[src/rtl/dino_jump_ctrl_if.sv]
// Signal bundle between the jump controller and its driver/renderer.
// Master drives tick/jump_req/pause; slave (the controller) returns sprite state.
interface dino_jump_ctrl_if #(
  parameter int Y_W = 9
);
  logic           tick;
  logic           jump_req;
  logic           pause;
  logic [Y_W-1:0] dino_y;
  logic           airborne;
  logic [2:0]     phase;
  logic           landed;

  modport master (
    output tick, jump_req, pause,
    input  dino_y, airborne, phase, landed
  );

  modport slave (
    input  tick, jump_req, pause,
    output dino_y, airborne, phase, landed
  );
endinterface

[src/rtl/dino_jump_ctrl.sv]
// Six-phase dinosaur jump sequencer producing the sprite top Y coordinate.
// Optional DINO_JUMP_BUFFER_EN: a request during the fall relaunches on landing.
module dino_jump_ctrl #(
  parameter int GROUND_Y = 240,
  parameter int Y_W      = 9
) (
  input  logic            clk,
  input  logic            rst,
  dino_jump_ctrl_if.slave bus
);

  typedef enum logic [2:0] {
    S_IDLE   = 3'd0,
    S_RISE_F = 3'd1,
    S_RISE_M = 3'd2,
    S_RISE_S = 3'd3,
    S_FALL_S = 3'd4,
    S_FALL_M = 3'd5,
    S_FALL_F = 3'd6
  } state_t;

  localparam logic [Y_W-1:0] GROUND = Y_W'(GROUND_Y);

  state_t         r_state;
  logic [3:0]     r_step_cnt;
  logic [Y_W-1:0] r_dino_y;
  logic           r_airborne;
  logic           r_landed;
  logic           r_tick_q;
  logic           r_req_q;
  logic           r_buf;

  state_t         w_state_nx;
  logic [3:0]     w_cnt_nx;
  logic [Y_W-1:0] w_y_nx;
  logic           w_landed_nx;
  logic           w_buf_nx;
  logic           w_tick_e;
  logic           w_req_e;
  logic           w_move;
  logic           w_last;

  function automatic logic [3:0] phase_len(input state_t s);
    case (s)
      S_RISE_S, S_FALL_S: phase_len = 4'd12;
      default:            phase_len = 4'd10;
    endcase
  endfunction

  function automatic state_t next_phase(input state_t s);
    case (s)
      S_RISE_F: next_phase = S_RISE_M;
      S_RISE_M: next_phase = S_RISE_S;
      S_RISE_S: next_phase = S_FALL_S;
      S_FALL_S: next_phase = S_FALL_M;
      S_FALL_M: next_phase = S_FALL_F;
      default:  next_phase = S_IDLE;
    endcase
  endfunction

  function automatic logic [Y_W-1:0] step_y(input state_t s, input logic [Y_W-1:0] y);
    case (s)
      S_RISE_F: step_y = y - Y_W'(8);
      S_RISE_M: step_y = y - Y_W'(4);
      S_RISE_S: step_y = y - Y_W'(2);
      S_FALL_S: step_y = y + Y_W'(2);
      S_FALL_M: step_y = y + Y_W'(4);
      S_FALL_F: step_y = y + Y_W'(8);
      default:  step_y = y;
    endcase
  endfunction

  assign w_tick_e = bus.tick & ~r_tick_q;
  assign w_req_e  = bus.jump_req & ~r_req_q;
  assign w_move   = w_tick_e & ~bus.pause;
  assign w_last   = (r_step_cnt == (phase_len(r_state) - 4'd1));

  // Next-state, trajectory and landing-pulse decode.
  always_comb begin
    w_state_nx  = r_state;
    w_cnt_nx    = r_step_cnt;
    w_y_nx      = r_dino_y;
    w_landed_nx = 1'b0;
    w_buf_nx    = r_buf;
`ifdef DINO_JUMP_BUFFER_EN
    if (w_req_e && (r_state == S_FALL_S || r_state == S_FALL_M || r_state == S_FALL_F)) begin
      w_buf_nx = 1'b1;
    end else begin
      w_buf_nx = r_buf;
    end
`else
    w_buf_nx = 1'b0;
`endif
    case (r_state)
      S_IDLE: begin
        if (w_req_e) begin
          w_state_nx = S_RISE_F;
          w_cnt_nx   = 4'd0;
        end else begin
          w_state_nx = S_IDLE;
        end
      end
      S_RISE_F, S_RISE_M, S_RISE_S, S_FALL_S, S_FALL_M, S_FALL_F: begin
        if (!w_move) begin
          w_state_nx = r_state;
        end else if (!w_last) begin
          w_cnt_nx = r_step_cnt + 4'd1;
          w_y_nx   = step_y(r_state, r_dino_y);
        end else if (r_state != S_FALL_F) begin
          w_cnt_nx   = 4'd0;
          w_y_nx     = step_y(r_state, r_dino_y);
          w_state_nx = next_phase(r_state);
        end else begin
          // Final step snaps to ground so the landing never depends on accumulation.
          w_cnt_nx    = 4'd0;
          w_y_nx      = GROUND;
          w_landed_nx = 1'b1;
          w_state_nx  = S_IDLE;
`ifdef DINO_JUMP_BUFFER_EN
          if (r_buf || w_req_e) begin
            w_state_nx = S_RISE_F;
          end else begin
            w_state_nx = S_IDLE;
          end
          w_buf_nx = 1'b0;
`endif
        end
      end
      default: begin
        w_state_nx = S_IDLE;
        w_cnt_nx   = 4'd0;
        w_y_nx     = GROUND;
      end
    endcase
  end

  // State, trajectory, edge-detect and output registers.
  always_ff @(posedge clk or negedge rst) begin
    if (!rst) begin
      r_state    <= S_IDLE;
      r_step_cnt <= 4'd0;
      r_dino_y   <= GROUND;
      r_airborne <= 1'b0;
      r_landed   <= 1'b0;
      r_tick_q   <= 1'b0;
      r_req_q    <= 1'b0;
      r_buf      <= 1'b0;
    end else begin
      r_state    <= w_state_nx;
      r_step_cnt <= w_cnt_nx;
      r_dino_y   <= w_y_nx;
      r_airborne <= (w_state_nx != S_IDLE);
      r_landed   <= w_landed_nx;
      r_tick_q   <= bus.tick;
      r_req_q    <= bus.jump_req;
      r_buf      <= w_buf_nx;
    end
  end

  assign bus.dino_y   = r_dino_y;
  assign bus.airborne = r_airborne;
  assign bus.phase    = r_state;
  assign bus.landed   = r_landed;

endmodule

[src/flat_wrapper.sv]
// flat-port wrapper written by rule: the top's interface ports become plain ports
module dino_jump_ctrl_flat 
#(
  parameter int GROUND_Y = 240,
  parameter int Y_W      = 9
)
  (clk, rst, bus_tick, bus_jump_req, bus_pause, bus_dino_y, bus_airborne, bus_phase, bus_landed);
  dino_jump_ctrl_if #(.Y_W(Y_W)) bus_i ();
  input  logic clk;
  input  logic rst;
  input wire logic [$bits(bus_i.tick)-1:0] bus_tick;
  input wire logic [$bits(bus_i.jump_req)-1:0] bus_jump_req;
  input wire logic [$bits(bus_i.pause)-1:0] bus_pause;
  output wire logic [$bits(bus_i.dino_y)-1:0] bus_dino_y;
  output wire logic [$bits(bus_i.airborne)-1:0] bus_airborne;
  output wire logic [$bits(bus_i.phase)-1:0] bus_phase;
  output wire logic [$bits(bus_i.landed)-1:0] bus_landed;
  assign bus_i.tick = bus_tick;
  assign bus_i.jump_req = bus_jump_req;
  assign bus_i.pause = bus_pause;
  assign bus_dino_y = bus_i.dino_y;
  assign bus_airborne = bus_i.airborne;
  assign bus_phase = bus_i.phase;
  assign bus_landed = bus_i.landed;
  dino_jump_ctrl #(.GROUND_Y(GROUND_Y), .Y_W(Y_W)) u_core (.clk(clk), .rst(rst), .bus(bus_i));
endmodule
[config.mk]
export PLATFORM = sky130hd
export DESIGN_NAME = dino_jump_ctrl_flat
export DESIGN_NICKNAME = d
export VERILOG_FILES = /design/src/rtl/dino_jump_ctrl_if.sv /design/src/rtl/dino_jump_ctrl.sv /design/src/flat_wrapper.sv
export SDC_FILE = /design/constraint.sdc
export NUM_CORES = 1
export LEC_CHECK = 0
export ABC_AREA = 1
export CAP_MARGIN = 20
export CORE_AREA = 10 10 80 62
export DETAILED_ROUTE_END_ITERATION = 6
export DIE_AREA = 0 0 90 72
export HOLD_SLACK_MARGIN = 0.12
export PLACE_DENSITY = 0.75
export SYNTH_ARGS = -nofsm -noshare
export SYNTH_HDL_FRONTEND = slang
export SYNTH_SLANG_ARGS = --single-unit
export TNS_END_PERCENT = 50
[constraint.sdc]
create_clock -name clk -period 4.9 [get_ports clk]
set_input_delay 0.735 -clock clk [delete_from_list [all_inputs] [get_ports clk]]
set_output_delay 0.735 -clock clk [all_outputs]
set_load 0.02 [all_outputs]
== Word-level counts from Yosys, hierarchy flattened ==
Cells that the tools add are included.

* Register bits after elaboration: 20
* Output and inout bits: 14

* Add/subtract/negate cells: 8
* Bitwise gates (word level): 7
* Reductions and logical operators: 6
* Mux-type cells: 20
* Equality and inequality tests: 10

{| class="wikitable"
|+ Operators by type and width
! kind !! count
|-
| 9-bit case mux with 6 select lines || 1
|-
| 9-bit 2-to-1 mux || 3
|-
| 9-bit case mux with 2 select lines || 1
|-
| 3-bit case mux with 5 select lines || 1
|-
| 3-bit 2-to-1 mux || 4
|-
| 4-bit 2-to-1 mux || 3
|-
| 9-bit by 2-bit adder with 9-bit output, second input constant || 1
|-
| 9-bit by 3-bit adder with 9-bit output, second input constant || 1
|-
| 9-bit by 4-bit adder with 9-bit output, second input constant || 1
|-
| 3-bit equality test, second input constant || 3
|-
| 9-bit by 2-bit subtractor with 9-bit output, second input constant || 1
|-
| 9-bit by 3-bit subtractor with 9-bit output, second input constant || 1
|-
| 9-bit by 4-bit subtractor with 9-bit output, second input constant || 1
|-
| 4-bit case mux with 2 select lines || 1
|-
| 3-bit by 2-bit equality test with 1-bit output, second input constant || 2
|-
| 3-bit case mux with 2 select lines || 1
|-
| 6-bit OR reduction || 1
|-
| 1-bit 2-to-1 mux || 5
|-
| 4-bit by 1-bit adder with 4-bit output, second input constant || 1
|-
| 4-bit equality test || 1
|-
| 2-bit by 1-bit inequality test with 1-bit output, second input constant || 2
|-
| 1-bit NOT || 4
|-
| 2-bit AND reduction || 2
|-
| 4-bit by 1-bit subtractor with 4-bit output, second input constant || 1
|-
| 6 further kinds || 8
|}

== Logic depth before layout (Yosys ltp) ==
* Word-level depth: 9
* Gate-level depth with buffers: 14

== Least setup slack after synthesis ==
Ideal clock, no wire load.

* Path kind: register -> register
* From: register u_core.r_state[1], in the netlist u_core.bus.phase[1]
* To: register u_core.r_dino_y[8], in the netlist u_core.bus.dino_y[8]
* Required time: 4.783 ns
* Clock period less this slack: 2.163 ns
* Arrival: 2.047 ns
* Path buffers: 1
* Slack: 2.737 ns
* Stages on the path, launching flop included: 15
* Cell sequence: dfrtp_1 -> buf_4 -> nand2_1 -> nor2_1 -> inv_1 -> ha_1 -> nand2_1 -> a21oi_1 -> nor2_1 -> nand2_1 -> nand2_1 -> nand3_1 -> nand3_1 -> nand2_1 -> nand2_1

* Word-level cells in the longest chain between the ends: 8

{| class="wikitable"
|+ Ends and longest elaborated chain
! item !! RTL line !! source
|-
| start, declared || dino_jump_ctrl.sv:24 || <nowiki>state_t r_state;</nowiki>
|-
| start signal, assigned || dino_jump_ctrl.sv:149 || <nowiki>r_state <= w_state_nx;</nowiki>
|-
| 3-bit by 2-bit equality test with 1-bit output or 3-bit equality test (tied branches) || dino_jump_ctrl.sv:44, dino_jump_ctrl.sv:62, dino_jump_ctrl.sv:94 ||
|-
| 2-bit OR reduction || dino_jump_ctrl.sv:44 || <nowiki>case (s)</nowiki>
|-
| 3-bit 2-to-1 mux || dino_jump_ctrl.sv:44 ||
|-
| 4-bit by 1-bit subtractor with 4-bit output || dino_jump_ctrl.sv:76 || <nowiki>assign w_last = (r_step_cnt == (phase_len(r_state) - 4'd1));</nowiki>
|-
| 4-bit equality test || dino_jump_ctrl.sv:76 ||
|-
| 9-bit 2-to-1 mux || dino_jump_ctrl.sv:106 || <nowiki>end else if (!w_last) begin</nowiki>
|-
| 9-bit 2-to-1 mux || dino_jump_ctrl.sv:104 || <nowiki>if (!w_move) begin</nowiki>
|-
| 9-bit case mux with 2 select lines || dino_jump_ctrl.sv:94 || <nowiki>case (r_state)</nowiki>
|-
| end signal, assigned || dino_jump_ctrl.sv:151 || <nowiki>r_dino_y <= w_y_nx;</nowiki>
|-
| end, declared || dino_jump_ctrl.sv:26 || <nowiki>logic [Y_W-1:0] r_dino_y;</nowiki>
|}

Parallel ways exist; a longest one is shown, timed or not. The select of a mux whose other input is x is not followed.
A chain may end at the register's enable or synchronous reset.

== Worst setup path after layout ==
* From: register u_core.r_state[1], in the netlist u_core.bus.phase[1]
* To: register u_core.r_dino_y[6], in the netlist u_core.bus.dino_y[6]

Same word-level chain as after synthesis.

==> impl_metrics.yaml <==
worst_setup_path:
  cp-startpoint: "u_core.bus.phase[1]"
  start_kind: "register"
  r2r_cells: 11
  path_max_fanout: 12
  endpoint_kind: "register"
  r2r_setup_slack_ns: 2.51
  crit_type: "reg2reg"
  cp.arrival_ns: 2.57
  reg2reg_from: "u_core.bus.phase[1]"
  r2r_end: "u_core.bus.dino_y[6]"
  cp.required_ns: 5.08
  crit_end: "u_core.bus.dino_y[6]"
timing:
  maxSlewViolCount: 0
  tns_ns: 0
  finClkSkew_ns: 0.00302
  timing.slew.headroom_pct: 42.3
  fmax_mhz: 418
  worst_slew_pin_slew_ns: 0.863
  period_minus_slack_ns: 2.39
  finalSetupViolations: 0
  hold_viol: 0
  finalCritPeriodShare_pct: 48.8
  rsz0062_at_grt: "no"
clock_tree:
  hold_buffers: 0
  cts_buffers: 3
  clkSinkCount: 19
  cts_tree: "built"
  postCtsSetupBuffers: 0
  ctsResizeCount: 0
  htreeDepth: 1
  cts.clk_slew.worst_paths_ns: 0.07
  clock_path_buffers: 2
  clock_latency_ns: 0.25
  cts_root_buffer: "clkbuf_8"
cells_and_area:
  utilization_pct: 60.9
  area_growth_pct: 14.1
  antennaDiodeCount: 0
  drive_above_1_share_pct: 3.85
  nFillCells: 329
  multi_input_area_mm2: 0.00115
  final_area_mm2: 0.00207
  regArea_um2: 480
  final_cells: 336
  final_nets: 312
grt:
  gr-total-overflow: 0
  track_usage_pct: 13.8
  grt_pass1_vias: 1608
  grt_max_degree: 20
  grt_pass1_wl_um: 7560
  antenna_found_initial: 0
route:
  wl_um: 4530
  drtIter0Drc: 150
  vias_per_cell: 5.34
  drc: 0
  vias: 1794
  antenna_left: 0
  avgRoutedWirePerCell_um: 13.5
  drt-pass1-iter-count: 4
die:
  die_area_mm2: 0.00648
  core_region_area_mm2: 0.00340
  io_pins: 19
  die_h_um: 72
  row_count: 18
  initial_core_util_pct: 53.4
  die_w_um: 90
yosys:
  ys_types: 27
  yosysMostFrequentCell: "nand2_1"
  yosys_warnings: 0
  yosysSeqAreaShare_pct: 26.5
  synth.area.top_cells: "dfrtp_1 21%, nand2_1 13%, ha_1 12%"
  synthesis.area_mm2: 0.00182
  syn_area_per_cell_um2: 6.77
  synthTopCellsByCount: "61 x nand2_1, 43 x inv_1, 29 x nand3_1"
  synth_flop_cell: "dfrtp_1"
  netlist_instances: 268
  synth_edf_count: 0
  synth_top_area_share_pct: 20.7
  async_reset_ff_share_pct: 100
  yosysTopAreaCell: "dfrtp_1"
  syn_nets: 293
  ys_ff_latch: 19
place:
  port_buffers: 17
  dp_hpwl_um: 3610
  place_congestion: 0.957
  dpl_cell_area_mm2: 0.00203
  dp.cells: 332
worst_hold_path:
  hp-class: "reg2reg"
run:
  maxCapViolations: 0
status:
  status: "complete, no violations"
[state kept, by name, indices dropped and copies added (netlist names)]
name,cells
u_core.r_tick_q,1
u_core.bus.landed,1
u_core.bus.dino_y,8
u_core.r_step_cnt,4
u_core.r_req_q,1
u_core.bus.phase,3
u_core.bus.airborne,1
[worst max-delay path, stage by stage (launching register included)]
cell     delay (ns)
dfrtp_1        0.54
nand2_1        0.12
nor2_1         0.34
inv_1          0.20
ha_1           0.39
nand2_1        0.12
nand3_1        0.10
a21oi_1        0.14
o21ai_0        0.09
nand2_1        0.08
nor2_1         0.05
a21oi_1        0.15
[cells by family after synthesis]
| logic type | Yosys count | synth area share [%] |
|---|---|---|
| and+or+nand+nor | 125 | 29.6 |
| adders and majority gates | 20 | 15.0 |
| AOI/OAI and AO/OA | 49 | 14.7 |
| other | 1 | 0.207 |
| buffers and inverters | 46 | 10.1 |
| DFF | 19 | 26.5 |
| xor gates and xnor gates | 8 | 3.86 |
[worst min-delay path by stage]
| stage | endpoint | depth (start not counted) | start | slack (ns) |
|---|---|---|---|---|
| global placement | u_core.r_step_cnt[3] | 2 | u_core.r_step_cnt[3] | 0.48 |
| CTS | u_core.r_step_cnt[3] | 2 | u_core.r_step_cnt[3] | 0.50 |
| global route | u_core.r_step_cnt[3] | 2 | u_core.r_step_cnt[3] | 0.54 |
| finish | u_core.r_step_cnt[3] | 2 | u_core.r_step_cnt[3] | 0.50 |
| floorplan | u_core.bus.airborne | 0 | rst | 0.44 |
| detailed placement | u_core.r_step_cnt[3] | 2 | u_core.r_step_cnt[3] | 0.48 |
[metal layers]
layer	global-route usage (%)	vias up	share of wire, %
li1	-	920	-
met3	3.19	4	8.8
met5	0	-	0
met4	2.11	0	0.68
met1	19.2	812	48
met2	21.5	58	43
[stage by stage]
stage	hold WS [ns]	setup WS, ns
4_1_cts	0.497	2.51
3_5_place_dp	0.480	2.40
3_3_place_gp	0.477	2.42
2_1_floorplan	0.439	2.74
5_1_grt	0.537	2.23
6_report	0.500	2.51
[final cells by class]
| cell class | instances | area share, % |
|---|---|---|
| inverters | 43 | 7.79 |
| clock buffers | 3 | 1.99 |
| clock inverters | 1 | 0.242 |
| flip-flops and latches | 19 | 23.2 |
| multi-input cells | 203 | 55.6 |
| repair buffers | 17 | 8.21 |
| well taps | 50 | 3.02 |
[cells in the final DEF (no fill, tap or decap)]
master / n
o21ai_0: 13
o211ai_1: 1
nand4_1: 7
a21o_1: 1
dfrtp_1: 15
o21a_1: 1
clkinv_2: 1
nand2_1: 61
xnor2_1: 2
xor2_1: 6
clkbuf_8: 3
or2_2: 1
nor2_1: 23
a21oi_1: 25
nand2_2: 1
nand3_2: 1
nand3_1: 29
o221ai_1: 1
a21boi_0: 1
nor3_1: 2
inv_1: 43
o22ai_1: 5
fa_1: 3
conb_1: 1
clkdlybuf4s50_1: 17
a22oi_1: 1
ha_1: 17
dfstp_2: 4
Power is not shown: default switching activity piles up to over one toggle a cycle in this logic, so the estimate is an artifact.
==> edit 1 (same flow settings) <==
Add a define of `DINO_JUMP_BUFFER_EN`.
--- a/src/rtl/dino_jump_ctrl.sv
+++ b/src/rtl/dino_jump_ctrl.sv
@@ -2,2 +2,4 @@
 // Optional DINO_JUMP_BUFFER_EN: a request during the fall relaunches on landing.
+`define DINO_JUMP_BUFFER_EN
+
 module dino_jump_ctrl #(
Function: same outputs for any inputs over 10 cycles, from zero or initial values and one cycle with rst low; that may be too few to reach the edited logic, so the function may still have changed.
==> edit 1 against the original RTL <==
Core utilization is 7.7 points higher; via count is 11% higher; setup slack worse by 23 ps; maximum frequency is 0.94% lower; critical path depth is 2 lower; routed wire length is 12% higher; sequential cell count is 1 higher; synthesized area is 13% higher; final area is 13% higher; die area stayed put.
Power is left out: it rests on default switching activity, and per cell area and clock period it moved more than threefold.
==> edit 1: results (changes against the original RTL) <==
clock skew = 3.80 ps (was 3.02 ps)
Clock Tree Root = clkbuf_8 (unchanged)
antenna cell count = 0 (unchanged)
post-synth top area share = 0.195 (was 0.207)
Netlist cell types = 34 (was 27)
Skew-Pair Late Insertion Delay = 260 ps
Hold Fails Final Rpt = 0 (unchanged)
uppermost layer routed = met4 (unchanged)
Tot GR Track Use = 0.153 (was 0.138)
Final GP Congestion = 0.913 (was 0.957)
Final #Nets = 346 (was 312)
CTS max path bufs = 2 (unchanged)
drt initial violations = 149 (was 150)
Rel. slew slack = 0.386 (was 0.423)
biggest cell delay along the critical path = 570 ps (was 540 ps)
CTS-repair resized insts = 0 (unchanged)
layout cells sized above 1 = 0.131 (was 0.0385)
Synth Flop Type = dfrtp_1 (unchanged)
Post-CTS Setup Inserts = 0 (unchanged)
synth cell count leaders = 61 x nand2_1, 44 x inv_1, 38 x nand3_1 (was 61 x nand2_1, 43 x inv_1, 29 x nand3_1)
fraction of the yosys area taken by sequential cells = 0.246 (was 0.265)
vias in the first global route = 1724 (was 1608)
first-pass GRT wire length = 8420 um (was 7560 um)
number of I/O port buffers = 17 (unchanged)
Final HPWL DP = 4030 um (was 3610 um)
async set-reset flop share out of synthesis = 1.00 (unchanged)
met2 WL = 2110 um (was 1940 um)
WL met3 = 372 um (was 399 um)
initial antenna violation count = 0 (unchanged)
drt wl/cell = 13.7 um (was 13.5 um)
Pre-Repair DR Iteration Count = 4 (unchanged)
syn nets = 326 (was 293)
critical path's slowest cell = dfrtp_1 (unchanged)
Largest register FFs = 8 (unchanged)
Metal-1 WL = 2560 um (was 2150 um)
DRC = 0 (unchanged)
crit-path max FO = 10 (was 12)
CP delay by family, top = simple AND/OR/NAND/NOR gates (unchanged)
outcome = finished, final reports clean (unchanged)
clock-pin transition on the worst setup and hold timing paths = 80 ps
overall via count from detail_route = 1999 (was 1794)
Place WS = 2530 ps (was 2400 ps)
Synth area leaders = dfrtp_1 19%, nand2_1 11%, ha_1 10%, nand3_1 9.2%, inv_1 8.0% (was dfrtp_1 21%, nand2_1 13%, ha_1 12%, inv_1 8.9%, nand3_1 8.0%)
pin count of the biggest net entering global routing = 21 (was 20)
CP Data Arrival Time = 2610 ps (was 2570 ps)
edit 1: cell count changes in the layout (fill, tap and decap cells not counted), moves of 3 or more:
cell      unedited run  this run
a21oi_1             25        19
inv_2                0         9
o22ai_1              5         0
o21ai_0             13         6
nand4_1              7        10
or2_2                1         4
o21ai_1              0         7
nand3_1             29        38
nor2_4               0         3
nand2_4              0         3
nand3b_1             0         4
nand2_2              1         8
edit 1: layer usage:
layer / track usage / vias to the layer above
met5: 0 / -
met1: 0.219 / 904
met3: 0.0442 / 4
met2: 0.223 / 68
li1: - / 1023
met4: 0.0299 / 0
edit 1: kinds of logic (layout without fill, tap and decap cells):
group                      Yosys count  in the layout  synth area share
AOI/OAI and AO/OA                   37             37            0.0973
xor gates and xnor gates             4              4            0.0170
adders and majority gates           20             20             0.133
buffers and inverters               57             76             0.106
DFF                                 20             20             0.246
other                                1              1           0.00182
and+or+nand+nor                    162            162             0.399
edit 1: layout make-up:
class	count	area, um^2
clock buffer	4	55.1
multi-input combinational	224	1330
timing repair buffer	17	170
fill	294	1070
tap	50	62.6
inverter	55	206
sequential	20	505
edit 1: through the flow:
stage	hold WS [ps]	area, um^2	std cells
finish	512	2330	370
global route	572	2330	370
CTS	518	2330	370
detailed placement	500	2280	366
global placement	489	2280	366
floorplan	439	2060	301
edit 1: worst paths after layout:
path                                     start                   end  slack, ps  cells after the start
max                        u_core.bus.phase[0]  u_core.bus.dino_y[6]       2480                      9
min                               u_core.r_buf          u_core.r_buf        510                      2
max in group asynchronous                  rst  u_core.bus.dino_y[2]       3350                      1
min reg2reg                       u_core.r_buf          u_core.r_buf        510                      2
min in group asynchronous                  rst   u_core.bus.phase[0]        980                      1
max reg2reg                u_core.bus.phase[0]  u_core.bus.dino_y[6]       2480                      9
==> edit 2 (config.mk and constraints unchanged) <==
Made on the original files. Make the reset (`rst`) synchronous in one clocked block.
--- a/src/rtl/dino_jump_ctrl.sv
+++ b/src/rtl/dino_jump_ctrl.sv
@@ -137,3 +137,3 @@
   // State, trajectory, edge-detect and output registers.
-  always_ff @(posedge clk or negedge rst) begin
+  always_ff @(posedge clk) begin
     if (!rst) begin
Check against the original RTL: differs if rst is asserted again (counterexample within 4 cycles, from zero or initial values and one cycle with rst low); with rst held inactive, the same outputs for 10 cycles.
==> edit 2 against the original RTL <==
Routed wire length rose by 13%; final cell count rose by 15%; synthesized area rose by 5.6%; final area rose by 4.8%; sequential cell count did not move; global-route usage rose by 2.0 points; setup slack got worse by 36 ps; highest routed layer unchanged; via count rose by 13%.
Power is left out: it rests on default switching activity, and per cell area and clock period it moved more than threefold.
==> edit 2: results (changes against the original RTL) <==
Synth area leaders = dfxtp_1 20%, nand2_1 20%, ha_1 12%, inv_1 10%, nand3_1 7.8% (was dfrtp_1 21%, nand2_1 13%, ha_1 12%, inv_1 8.9%, nand3_1 8.0%)
fin crit share = 0.496 (was 0.488)
async set-reset flop share out of synthesis = 0 (was 1.00)
Signal inverters = 52 (was 43)
drt initial violations = 209 (was 150)
Worst Hold Launch = u_core.r_step_cnt[0] (was u_core.r_step_cnt[3])
met2 WL = 2080 um (was 1940 um)
Compound-Gate Fraction of Synth Area = 0.0992 (was 0.147)
outcome = finished, final reports clean (unchanged)
Global Route met3 Usage = 0.0370 (was 0.0319)
fin util = 0.639 (was 0.609)
WL final = 5090 um (was 4530 um)
GR Util met2 = 0.230 (was 0.215)
final worst hold slack = 529 ps (was 500 ps)
layout cells sized above 1 = 0.0478 (was 0.0385)
crit-path max FO = 13 (was 12)
WL met3 = 411 um (was 399 um)
met1 GRT Util = 0.235 (was 0.192)
Metal-1 WL = 2570 um (was 2150 um)
synth cell count leaders = 100 x nand2_1, 51 x inv_1, 30 x nand3_1 (was 61 x nand2_1, 43 x inv_1, 29 x nand3_1)
Fill cells = 327 (was 329)
Final HPWL DP = 4060 um (was 3610 um)
Seq Cell Count = 19 (unchanged)
syn nets = 344 (was 293)
Post-Synth Adder-Cell Area = 0.149 (was 0.150)
clock skew = 1.36 ps (was 3.02 ps)
Tot GR Track Use = 0.158 (was 0.138)
Final #Nets = 362 (was 312)
vias in the first global route = 1733 (was 1608)
via-per-instance ratio = 5.27 (was 5.34)
critical path's slowest cell = dfxtp_1 (was dfrtp_1)
Final GP Congestion = 0.909 (was 0.957)
instance count of the mapped netlist = 318 (was 268)
fraction of the yosys area taken by sequential cells = 0.198 (was 0.265)
multi-input gate share of total cell area = 0.607 (was 0.556)
number of I/O port buffers = 17 (unchanged)
FF-to-FF setup slack = 2470 ps (was 2510 ps)
first-pass GRT wire length = 8680 um (was 7560 um)
Synth Flop Type = dfxtp_1 (was dfrtp_1)
NonClk Buf Share = 0.0783 (was 0.0821)
Worst Setup SP = u_core.bus.phase[2] (was u_core.bus.phase[1])
pin count of the biggest net entering global routing = 14 (was 20)
Placement Cell Area = 0.00213 mm^2 (was 0.00203 mm^2)
CP Data Arrival Time = 2580 ps (was 2570 ps)
biggest cell delay along the critical path = 580 ps (was 540 ps)
Inst Count DP = 381 (was 332)
Netlist cell types = 30 (was 27)
Clock Network Area Fraction = 0.0213 (was 0.0223)
post-synthesis xor/xnor area fraction = 0.0274 (was 0.0386)
edit 2: cell types whose count changed in the layout (fill, tap and decap cells not counted), sizes merged, moves of 2 or more:
cell,unedited run,this run
nor2,23,28
dfstp,4,0
dfrtp,15,0
nand2,62,103
nand4,7,11
xor2,6,4
nand3b,0,2
dfxtp,0,19
a21oi,25,20
inv,43,52
or2,1,3
o22ai,5,2
o21ai,13,9
edit 2: final timing paths:
path,cells past startpoint,endpoint
worst min-delay path,2,u_core.r_step_cnt[0]
worst max register to register,10,u_core.bus.dino_y[7]
worst max-delay path,10,u_core.bus.dino_y[7]
worst min register to register,2,u_core.r_step_cnt[0]
edit 2: worst max-delay path, delay by kind of cell, from the launching register on:
kind,cells,cell delay [ps]
flip-flops,1,580
adder cells (fa/ha/maj),1,530
AND/OR/NAND/NOR,9,1210
